`src/rtl/axi_test_sequencer_pkg.sv`:
```
// State encoding and state-class helpers shared by the AXI test sequencer blocks.
package axi_test_sequencer_pkg;

  typedef enum logic [2:0] {
    ST_IDLE      = 3'd0,
    ST_DELAY     = 3'd1,
    ST_PULSE     = 3'd2,
    ST_WAIT_DONE = 3'd3,
    ST_GAP       = 3'd4,
    ST_FINISH    = 3'd5,
    ST_ERROR     = 3'd6
  } state_t;

  function automatic logic is_active(input state_t s);
    return (s == ST_DELAY) || (s == ST_PULSE) || (s == ST_WAIT_DONE) || (s == ST_GAP);
  endfunction

  // States that wait for a start request.
  function automatic logic is_parked(input state_t s);
    return (s == ST_IDLE) || (s == ST_FINISH) || (s == ST_ERROR);
  endfunction

endpackage

```
`src/rtl/test_cycle_counter.sv`:
```
// Loadable down-counter used for DELAY/PULSE/GAP timing and the WAIT_DONE watchdog.
// Load has priority; otherwise the count decrements and holds at zero.
module test_cycle_counter #(
  parameter int CNT_W = 16
) (
  input  logic             clk,
  input  logic             rst,
  input  logic             load,
  input  logic [CNT_W-1:0] load_val,
  output logic             zero
);

  logic [CNT_W-1:0] count;

  always_ff @(posedge clk or negedge rst) begin
    if (!rst) begin
      count <= '0;
    end else if (load) begin
      count <= load_val;
    end else if (count != '0) begin
      count <= count - CNT_W'(1);
    end
  end

  assign zero = (count == '0);

endmodule

```
`src/rtl/axi_test_sequencer.sv`:
```
// Issues NUM_TX init_tx pulses with programmable lead-in, pulse width and gap, waiting for
// tx_done between them; start is registered once, so init_tx rises START_DELAY+1 edges after it.
module axi_test_sequencer
  import axi_test_sequencer_pkg::*;
#(
  parameter int NUM_TX      = 4,
  parameter int START_DELAY = 8,
  parameter int GAP_CYCLES  = 16,
  parameter int PULSE_WIDTH = 1,
  parameter int TIMEOUT     = 256,
  parameter int AUTO_START  = 1,
  parameter int CNT_W       = 16
) (
  input  logic             clk,
  input  logic             rst,
  input  logic             start,
  input  logic             tx_done,
  output logic             init_tx,
  output logic             busy,
  output logic             seq_done,
  output logic             timeout_err,
  output logic [CNT_W-1:0] tx_count
);

  // Each phase loads N-1 so that the phase lasts exactly N cycles.
  localparam logic [CNT_W-1:0] DELAY_LD = CNT_W'((START_DELAY > 0) ? START_DELAY - 1 : 0);
  localparam logic [CNT_W-1:0] PULSE_LD = CNT_W'(PULSE_WIDTH - 1);
  localparam logic [CNT_W-1:0] GAP_LD   = CNT_W'((GAP_CYCLES > 0) ? GAP_CYCLES - 1 : 0);
  localparam logic [CNT_W-1:0] WDOG_LD  = CNT_W'((TIMEOUT > 0) ? TIMEOUT - 1 : 0);
  localparam logic [CNT_W-1:0] LAST_TX  = CNT_W'(NUM_TX);

  state_t           state;
  state_t           next_state;
  logic             start_q;
  logic             done_seen;
  logic             complete;
  logic             cnt_load;
  logic             cnt_zero;
  logic [CNT_W-1:0] cnt_val;
  logic [CNT_W-1:0] count_inc;

  test_cycle_counter #(
    .CNT_W(CNT_W)
  ) u_cycle_counter (
    .clk      (clk),
    .rst      (rst),
    .load     (cnt_load),
    .load_val (cnt_val),
    .zero     (cnt_zero)
  );

  assign count_inc = (tx_count == '1) ? tx_count : tx_count + CNT_W'(1);

  always_comb begin
    next_state = state;
    complete   = 1'b0;
    case (state)
      ST_IDLE, ST_FINISH, ST_ERROR: begin
        if (start_q || (state == ST_IDLE && AUTO_START != 0)) begin
          if (START_DELAY > 0) next_state = ST_DELAY;
          else                 next_state = ST_PULSE;
        end
      end
      ST_DELAY, ST_GAP: begin
        if (cnt_zero) next_state = ST_PULSE;
      end
      ST_PULSE: begin
        // A fast master may answer while the pulse is still high.
        if (cnt_zero) begin
          if (done_seen || tx_done) complete   = 1'b1;
          else                      next_state = ST_WAIT_DONE;
        end
      end
      ST_WAIT_DONE: begin
        if (tx_done)                         complete   = 1'b1;
        else if (TIMEOUT != 0 && cnt_zero)   next_state = ST_ERROR;
      end
      default: next_state = ST_IDLE;
    endcase
    if (complete) begin
      if (count_inc == LAST_TX)  next_state = ST_FINISH;
      else if (GAP_CYCLES > 0)   next_state = ST_GAP;
      else                       next_state = ST_PULSE;
    end
  end

  always_comb begin
    cnt_load = (next_state != state) || complete;
    cnt_val  = '0;
    case (next_state)
      ST_DELAY:     cnt_val = DELAY_LD;
      ST_PULSE:     cnt_val = PULSE_LD;
      ST_GAP:       cnt_val = GAP_LD;
      ST_WAIT_DONE: cnt_val = WDOG_LD;
      default:      cnt_val = '0;
    endcase
  end

  always_ff @(posedge clk or negedge rst) begin
    if (!rst) begin
      state       <= ST_IDLE;
      start_q     <= 1'b0;
      done_seen   <= 1'b0;
      init_tx     <= 1'b0;
      busy        <= 1'b0;
      seq_done    <= 1'b0;
      timeout_err <= 1'b0;
      tx_count    <= '0;
    end else begin
      state       <= next_state;
      start_q     <= start;
      done_seen   <= (state == ST_PULSE) && (next_state == ST_PULSE) && !complete &&
                     (done_seen || tx_done);
      init_tx     <= (next_state == ST_PULSE);
      busy        <= is_active(next_state);
      seq_done    <= (next_state == ST_FINISH);
      timeout_err <= (next_state == ST_ERROR);
      if (is_parked(state) && next_state != state) tx_count <= '0;
      else if (complete)                            tx_count <= count_inc;
    end
  end

endmodule

```
`config.mk`:
```
export PLATFORM = sky130hd
export DESIGN_NAME = axi_test_sequencer
export DESIGN_NICKNAME = d
export VERILOG_FILES = /design/src/rtl/axi_test_sequencer_pkg.sv /design/src/rtl/test_cycle_counter.sv /design/src/rtl/axi_test_sequencer.sv
export SDC_FILE = /design/constraint.sdc
export NUM_CORES = 1
export LEC_CHECK = 0
export ABC_AREA = 1
export CAP_MARGIN = 20
export CORE_MARGIN = 2
export CORE_UTILIZATION = 53
export DETAILED_ROUTE_END_ITERATION = 12
export HOLD_SLACK_MARGIN = 0.03
export PLACE_DENSITY = 0.88
export RECOVER_POWER = 25
export SYNTH_ARGS = -nofsm -noshare
export SYNTH_HDL_FRONTEND = slang
export SYNTH_HIERARCHICAL = 1
export SYNTH_SLANG_ARGS = --single-unit
```
`constraint.sdc`:
```
create_clock -name clk -period 3.35 [get_ports clk]
set_clock_uncertainty 0.2 [all_clocks]
set_input_delay 0.5025 -clock clk [delete_from_list [all_inputs] [get_ports clk]]
set_output_delay 0.5025 -clock clk [all_outputs]
set_load 0.02 [all_outputs]
```
==> results.ini, run 1 <==
[run_status]
status = complete, but fails checks
violations = capacitance limit, slew limit

[place]
dpl_worst_slack_ns = 0.0774
dp_hpwl_um = 5020
routabilityCongestion = 0.877
portBuffers = 23

[power]
power_w = 0.00382
clock_power_share = 0.124
p_switching_w = 0.00195
pwr_density_cell_mw_per_mm2 = 1110
p_leak_nw = 1.68
sw_frac_of_total = 0.510
p_comb_frac = 0.615
p_int_w = 0.00187
ir_worst_vdd_mv = 0.880
power_frac_seq = 0.261

[cts]
clk_pin_slew_ns = 0.08
ctsRootBufferMaster = clkbuf_8
numCtsBuffers = 5
cts.path.max_buffers = 2
cts_tree = yes
insertion_delay_ns = 0.29
cts.sinks = 41
h-tree-depth = 2

[sta]
max_freq_ghz = 0.303
period_share = 0.984
fin_ws_ns = 0.0519
setup_violations = 0
finalMaxSlewViolations = 42
whs_ns = 0.449
worst_slew_pin_slew_ns = 2.30
fin_crit_ns = 3.30
hold_viol_final = 0
slew_headroom = -0.531

[logic_synthesis]
ys_seq_elements = 41
netlist_area_mm2 = 0.00298
synthDistinctLibCells = 35
ys.flop_type = dfrtp_1
synth-edff-count = 0
seq_area_frac_synth = 0.344
synthArstFlopShare = 1.00
synth.avg_cell_area_um2 = 7.06
postSynthCellCount = 422
synth_warnings = 6

[global_route]
grt_usage = 0.235
grt-ovfl-total = 0
grt_pass1_vias = 2637
grt_pass1_wl_um = 11700
grt_max_degree = 42
antenna_found_initial = 0

[detailed_routing]
wire_per_inst_um = 13.4
antenna_left = 0
drtIter0Drc = 200
drtPass1Iterations = 4
vias = 2851
remaining_drc_errors = 0
viasPerCell = 5.40
finalWirelength_um = 7080

[layout]
multi_input_area_mm2 = 0.00175
area_growth_pct = 16.0
drive_gt1_frac = 0.149
finalNetCount = 461
regArea_mm2 = 0.00103
fillers = 493
final_common_cell = nand2_1
diodes = 0
final_cell_mix = nand2_1, nor2_1, dfrtp_1

[hold_path]
worst_hold_path.num_cells = 4
hp-class = reg -> reg

[floorplanning]
coreArea_mm2 = 0.00547
die_h_um = 79.0
dieArea_mm2 = 0.00624
die_x_um = 79.0
num_rows = 27
start_util = 0.545
ios = 24

[worst_setup_path]
worstPathArrival_ns = 3.34
worst_setup_path_start_kind = flop
crit_fanout = 35
crit_type = reg -> reg
end_kind = flop
required_ns = 3.39
reg2reg_depth = 19

[job]
cap_viol_max_count = 1

==> final cells by class <==
cell class	instances	share of cell area
Clock buffer	5	0.0199
Multi-Input combinational cell	331	0.507
Tap cell	72	0.0260
Sequential cell	41	0.297
Inverter	48	0.0539
Clock inverter	3	0.0188
Timing Repair Buffer	28	0.0778
==> final timing paths <==
path | slack, ns | start | endpoint
worst min register to register | 0.45 | u_cycle_counter/count[14]$_DFFE_PN0P_ | u_cycle_counter/count[14]$_DFFE_PN0P_
min in group asynchronous | 0.70 | rst | tx_count[10]$_DFFE_PN0P_
worst max register to register | 0.05 | u_cycle_counter/count[0]$_DFFE_PN0P_ | u_cycle_counter/count[2]$_DFFE_PN0P_
worst min-delay path | 0.45 | u_cycle_counter/count[14]$_DFFE_PN0P_ | u_cycle_counter/count[14]$_DFFE_PN0P_
worst max-delay path | 0.05 | u_cycle_counter/count[0]$_DFFE_PN0P_ | u_cycle_counter/count[2]$_DFFE_PN0P_
max in group asynchronous | 0.96 | rst | tx_count[0]$_DFFE_PN0P_
==> routing by layer <==
metal  wire length [um]  global-route usage  up-vias
li1                   -                   -     1413
met1               3000               0.291     1297
met2               3510               0.410      119
met3                389              0.0500       22
met4                176              0.0724        0
met5                  0                   0        -
==> kinds of logic (layout without fill, tap and decap cells) <==
| logic type | after synthesis | count (layout) | share of synthesized area |
|---|---|---|---|
| AOI/OAI and AO/OA | 57 | 57 | 0.115 |
| xor gates and xnor gates | 10 | 10 | 0.0294 |
| adders and majority gates | 2 | 2 | 0.00839 |
| buffers and inverters | 57 | 84 | 0.0835 |
| DFF | 41 | 41 | 0.344 |
| other | 1 | 8 | 0.00126 |
| and+or+nand+nor | 254 | 254 | 0.419 |
==> timing repair <==
action,4_1_cts,5_1_grt
gates resized for setup,1,8
setup endpoints to repair,1,27
setup buffers,0,0
hold buffers,0,0
==> metrics by stage <==
step,instances,util,instance area (um2),setup TNS (ns)
global route,528,0.632,3460,-0.643
detailed placement,520,0.602,3290,0
finish,528,0.632,3460,0
CTS,528,0.627,3430,0
global placement,520,0.602,3290,0
floorplan,429,-,3010,0
==> registers in the layout (all words and copies together), names as in the netlist <==
name and count:
init_tx 1, u_cycle_counter/count 16, done_seen 1, timeout_err 1, seq_done 1, state 3, busy 1, start_q 1
tx_count 16
==> power groups by stage <==
stage	clock [W]	sequential [W]	combinational [W]
after floorplan	0	0.00103	0.00168
after global placement	0	0.000982	0.00216
after detailed placement	0	0.000994	0.00224
after CTS	0.000482	0.000988	0.00227
after global routing	0.000512	0.00102	0.00265
final	0.000474	0.000997	0.00235
==> worst max-delay path, stage by stage (launching register included) <==
cell	delay (ns)
dfrtp_1	0.42
inv_2	0.12
ha_4	0.18
nand2_4	0.09
nor2_4	0.13
nand3_1	0.17
nor3_2	0.14
buf_4	0.16
nor3b_1	0.23
nor2_1	0.11
nand3_4	0.13
inv_2	0.06
nand2_1	0.05
nand3_1	0.09
a21oi_2	0.18
nand2_4	0.08
buf_6	0.21
o21ai_0	0.29
nand2_1	0.13
inv_1	0.06
==> Yosys cell counts, types with 6 or more instances <==
master   number  area share
dfrtp_1      41        0.34
a21oi_2       9       0.026
nand2_2       7       0.015
nor2_4        6       0.023
inv_1        41       0.052
nand2_1     117        0.15
inv_2         6      0.0076
a21oi_1      10       0.017
nand4_1      11       0.023
nand3_1      39       0.065
o21ai_0      30       0.050
nor2_1       47       0.059
Power figures use the tool's default switching activity.
==> inputs of run 2 (changes only) <==
Settings changed: GPL_ROUTABILITY_DRIVEN set to 0.
==> results.ini, run 2 (synthesis gave the netlist of run 1 again) <==
[cts]
ctsRootBufferMaster = clkbuf_8
cts.path.max_buffers = 2
cts_hold_buf = 0
cts.sinks = 41
h-tree-depth = 2
cts_tree = yes
clk_pin_slew_ns = 0.08
insertion_delay_ns = 0.29
numCtsBuffers = 5

[layout]
fillers = 462
utilization = 0.636
final_cell_mix = nand2_1, nor2_1, dfrtp_1
top_regs = tx_count: 16 flops, u_cycle_counter/count: 16 flops, state: 3 flops
layoutNonFillerInstCount = 531
finalNetCount = 464
final_cell_area_mm2 = 0.00348
drive_gt1_frac = 0.157
diodes = 0
final_common_cell = nand2_1
area_growth_pct = 16.7

[sta]
slew_headroom = -0.496
finalMaxSlewViolations = 42
period_share = 0.934
whs_ns = 0.408
worst_slew_pin_slew_ns = 2.24
hold_viol_final = 0
fin_crit_ns = 3.13
max_freq_ghz = 0.320
setup_violations = 0

[global_route]
grt_usage = 0.237
grt_pass1_vias = 2787
grt_pass1_wl_um = 12000
grt_max_degree = 42
antenna_found_initial = 0
grt-ovfl-total = 0

[floorplanning]
die_h_um = 79.0
die_x_um = 79.0
num_rows = 27
ios = 24
coreArea_mm2 = 0.00547
dieArea_mm2 = 0.00624
start_util = 0.545

[detailed_routing]
vias = 2885
drtIter0Drc = 225
antenna_left = 0
remaining_drc_errors = 0
drtPass1Iterations = 4
finalWirelength_um = 6840
wire_per_inst_um = 12.9
viasPerCell = 5.43

[run_status]
violations = capacitance limit, slew limit
status = complete, but fails checks

[worst_setup_path]
end_kind = flop
required_ns = 3.36
crit_fanout = 35
worst_setup_path_start_kind = flop
crit_type = reg -> reg
worstPathArrival_ns = 3.14

[place]
dp_hpwl_um = 4860
dp.cells = 520
portBuffers = 23
dpl_cell_area_mm2 = 0.00329

[job]
cap_viol_max_count = 1

[power]
p_leak_nw = 1.70
ir_worst_vdd_mv = 1.03
pwr_density_cell_mw_per_mm2 = 1100
power_w = 0.00383

[hold_path]
hp-class = reg -> reg

==> run 2: changes by cell type in the layout (fill, tap and decap cells not counted), sizes merged <==
| cell | before | now |
|---|---|---|
| bufinv | 2 | 1 |
| buf | 5 | 8 |
| clkinvlp | 1 | 2 |
| clkinv | 1 | 0 |
| clkbuf | 6 | 7 |
==> run 2: cell type report <==
type                       count  area, um2  area share
multi-input combinational    331       1760       0.507
timing repair buffer          31        292      0.0838
tap                           72       90.1      0.0259
clock buffer                   6       82.6      0.0237
clock inverter                 2       37.5      0.0108
sequential                    41       1030       0.295
inverter                      48        186      0.0536
==> run 2: per-layer routing <==
metal / GRT usage / part of all wire / vias to the layer above
met5: 0 / 0 / -
met1: 0.287 / 0.43 / 1351
met4: 0.0879 / 0.019 / 0
met3: 0.0352 / 0.041 / 14
li1: - / - / 1423
met2: 0.425 / 0.51 / 97
==> run 2: timing repair <==
action	CTS	global route
buffers inserted	0	3
resized for setup	4	8
endpoints found under the setup margin	12	30
==> run 2: path summary, 6_finish.rpt <==
kind                                                       start                                    end  slack, ns  cells after the start
max                                      tx_count[0]$_DFFE_PN0P_   u_cycle_counter/count[0]$_DFFE_PN0P_       0.22                     18
min in group asynchronous                                    rst               tx_count[14]$_DFFE_PN0P_       0.67                      1
min reg2reg                u_cycle_counter/count[15]$_DFFE_PN0P_  u_cycle_counter/count[15]$_DFFE_PN0P_       0.41                      4
min                        u_cycle_counter/count[15]$_DFFE_PN0P_  u_cycle_counter/count[15]$_DFFE_PN0P_       0.41                      4
max reg2reg                              tx_count[0]$_DFFE_PN0P_   u_cycle_counter/count[0]$_DFFE_PN0P_       0.22                     18
max in group asynchronous                                    rst   u_cycle_counter/count[7]$_DFFE_PN0P_       1.00                      1
==> run 2: report_power, final <==
| part | switching, W | total, W | internal (W) |
|---|---|---|---|
| clock network | 0.000174 | 0.000417 | 0.000242 |
| logic | 0.00151 | 0.00242 | 0.000912 |
| registers | 0.000269 | 0.000994 | 0.000725 |
| total | 0.00195 | 0.00383 | 0.00188 |
==> run 2: critical path, stage by stage (launching register included) <==
cell	delay (ns)
dfrtp_1	0.52
ha_1	0.34
inv_2	0.07
nor2_4	0.16
nand2_4	0.09
nor2_8	0.22
nor2_1	0.06
a21oi_1	0.18
nand3_1	0.09
nor2_1	0.12
nand2_1	0.08
nand2_2	0.09
nand3_2	0.08
nand2_4	0.09
buf_8	0.25
nand2_1	0.09
o21ai_1	0.10
nand2_1	0.10
o21ai_1	0.10
==> run 2: metrics by stage <==
stage | setup WS (ns) | setup TNS, ns
after floorplan | 0.0124 | 0
after global placement | 0.204 | 0
after detailed placement | -0.0507 | -0.229
after CTS | 0.0348 | 0
after global routing | -0.000487 | -0.000487
final | 0.222 | 0
==> inputs of run 3 (changes only) <==
Settings changed: CORE_UTILIZATION 53 to 35, PLACE_DENSITY 0.88 to 0.65.
==> results.ini, run 3 (synthesis gave the netlist of run 1 again) <==
[run_status]
status = complete, but fails checks
violations = capacitance limit, slew limit

[floorplanning]
num_rows = 33
dieArea_mm2 = 0.00927
die_x_um = 96.3
coreArea_mm2 = 0.00822
die_h_um = 96.3
start_util = 0.363
ios = 24

[place]
portBuffers = 23
dp_hpwl_um = 4960
dpl_worst_slack_ns = 0.170
dp.cells = 555

[cts]
cts.sinks = 41
h-tree-depth = 2
insertion_delay_ns = 0.29
numCtsBuffers = 5
clk_pin_slew_ns = 0.08
cts.path.max_buffers = 2
ctsRootBufferMaster = clkbuf_8
cts_tree = yes
cts_hold_buf = 0

[worst_setup_path]
cp_slowest_stage_delay_ns = 0.40
end_kind = flop
crit_buf_inv = 5
crit_fanout = 35
worst_setup_path_start_kind = flop
path_cells = inv_1 > ha_2 > nand2_4 > nor2_4 > nand3_1 > nor3_1 > buf_4 > nand4_1 > nand2_4 > inv_2 > nand3_4 > inv_2 > nand2_1 > nand3_1 > a21oi_2 > nand2_4 > buf_6 > nand2_1 > o21ai_0 > nand2_1 > o21ai_1
worstPathArrival_ns = 3.00
critical_path.top_delay_family = simple AND/OR/NAND/NOR gates
crit_type = reg -> reg
required_ns = 3.33
slowest_stage = dfrtp_1

[power]
p_switching_w = 0.00189
power_frac_seq = 0.263
ir_worst_vdd_mv = 0.685
clock_power_share = 0.113
p_int_w = 0.00185
sw_frac_of_total = 0.504
p_comb_frac = 0.623
p_leak_nw = 1.69
pwr_density_cell_mw_per_mm2 = 1070

[sta]
finalMaxSlewViolations = 42
hold_viol_final = 0
worst_slew_pin_slew_ns = 2.23
slew_headroom = -0.489
setup_violations = 0
period_share = 0.900
whs_ns = 0.367
finalSetupTns_ns = 0
max_freq_ghz = 0.332
fin_ws_ns = 0.336
rsz0062_at_grt = no
fin_crit_ns = 3.01

[job]
cap_viol_max_count = 1

[layout]
diodes = 0
finalNetCount = 465
area_growth_pct = 17.5
top_regs = tx_count: 16 flops, u_cycle_counter/count: 16 flops, state: 3 flops
layoutNonFillerInstCount = 565
final_cell_mix = nand2_1, nor2_1, inv_1, dfrtp_1, nand3_1
final_common_cell = nand2_1
drive_gt1_frac = 0.157

[detailed_routing]
wire_per_inst_um = 11.7
viasPerCell = 4.88
remaining_drc_errors = 0
vias = 2758
drtPass1Iterations = 4
finalWirelength_um = 6610
antenna_left = 0
drtIter0Drc = 85

[global_route]
grt_pass1_wl_um = 11400
grt_usage = 0.157
grt_pass1_vias = 2540
antenna_found_initial = 0
grt-ovfl-total = 0
grt_max_degree = 42

[hold_path]
hp-class = reg -> reg

## run 3: final timing paths
check	startpoint	endpoint	slack, ns	cells after the start
setup / recovery	u_cycle_counter/count[0]$_DFFE_PN0P_	u_cycle_counter/count[0]$_DFFE_PN0P_	0.34	21
hold / removal	u_cycle_counter/count[1]$_DFFE_PN0P_	u_cycle_counter/count[1]$_DFFE_PN0P_	0.37	2
setup reg to reg	u_cycle_counter/count[0]$_DFFE_PN0P_	u_cycle_counter/count[0]$_DFFE_PN0P_	0.34	21
hold reg to reg	u_cycle_counter/count[1]$_DFFE_PN0P_	u_cycle_counter/count[1]$_DFFE_PN0P_	0.37	2
max in group asynchronous	rst	tx_count[0]$_DFFE_PN0P_	0.85	1
min in group asynchronous	rst	u_cycle_counter/count[8]$_DFFE_PN0P_	0.67	1
## run 3: what timing repair did
| action | 4_1_cts | 5_1_grt |
|---|---|---|
| resized for setup | 0 | 7 |
| buffers inserted | 0 | 2 |
| setup endpoints to repair | 0 | 9 |
## run 3: routing by layer
metal	track usage	part of all wire	vias up
met1	0.197	0.44	1258
met4	0.0440	0.0097	0
met5	0	0	-
li1	-	-	1424
met3	0.0266	0.046	7
met2	0.277	0.50	69
## run 3: worst register-to-register path: stages (launching register included)
cell	delay, ns
dfrtp_1	0.40
inv_1	0.12
ha_2	0.22
nand2_4	0.09
nor2_4	0.13
nand3_1	0.10
nor3_1	0.14
buf_4	0.16
nand4_1	0.15
nand2_4	0.10
inv_2	0.05
nand3_4	0.10
inv_2	0.07
nand2_1	0.05
nand3_1	0.09
a21oi_2	0.16
nand2_4	0.08
buf_6	0.21
nand2_1	0.09
o21ai_0	0.08
nand2_1	0.07
o21ai_1	0.06
## run 3: layout make-up
| class | count | area, um2 |
|---|---|---|
| fill | 839 | 4710 |
| multi-input combinational | 331 | 1740 |
| sequential | 41 | 1030 |
| timing repair buffer | 32 | 295 |
| clock inverter | 2 | 37.5 |
| tap | 105 | 131 |
| inverter | 48 | 186 |
| clock buffer | 6 | 82.6 |
## run 3: power by group through the flow
stage	sequential [W]	combinational (W)	clock, W
3_5_place_dp	0.000992	0.00226	0
2_1_floorplan	0.00103	0.00168	0
3_3_place_gp	0.000986	0.00222	0
6_report	0.000984	0.00233	0.000425
4_1_cts	0.000984	0.00227	0.000437
5_1_grt	0.00102	0.00262	0.000463
## run 3: through the flow
stage               cell area (um2)  total power, W   util
floorplan                      3010         0.00271      -
global placement               3350         0.00321  0.408
detailed placement             3350         0.00325  0.408
CTS                            3470         0.00369  0.422
global route                   3500         0.00411  0.426
finish                         3500         0.00374  0.426
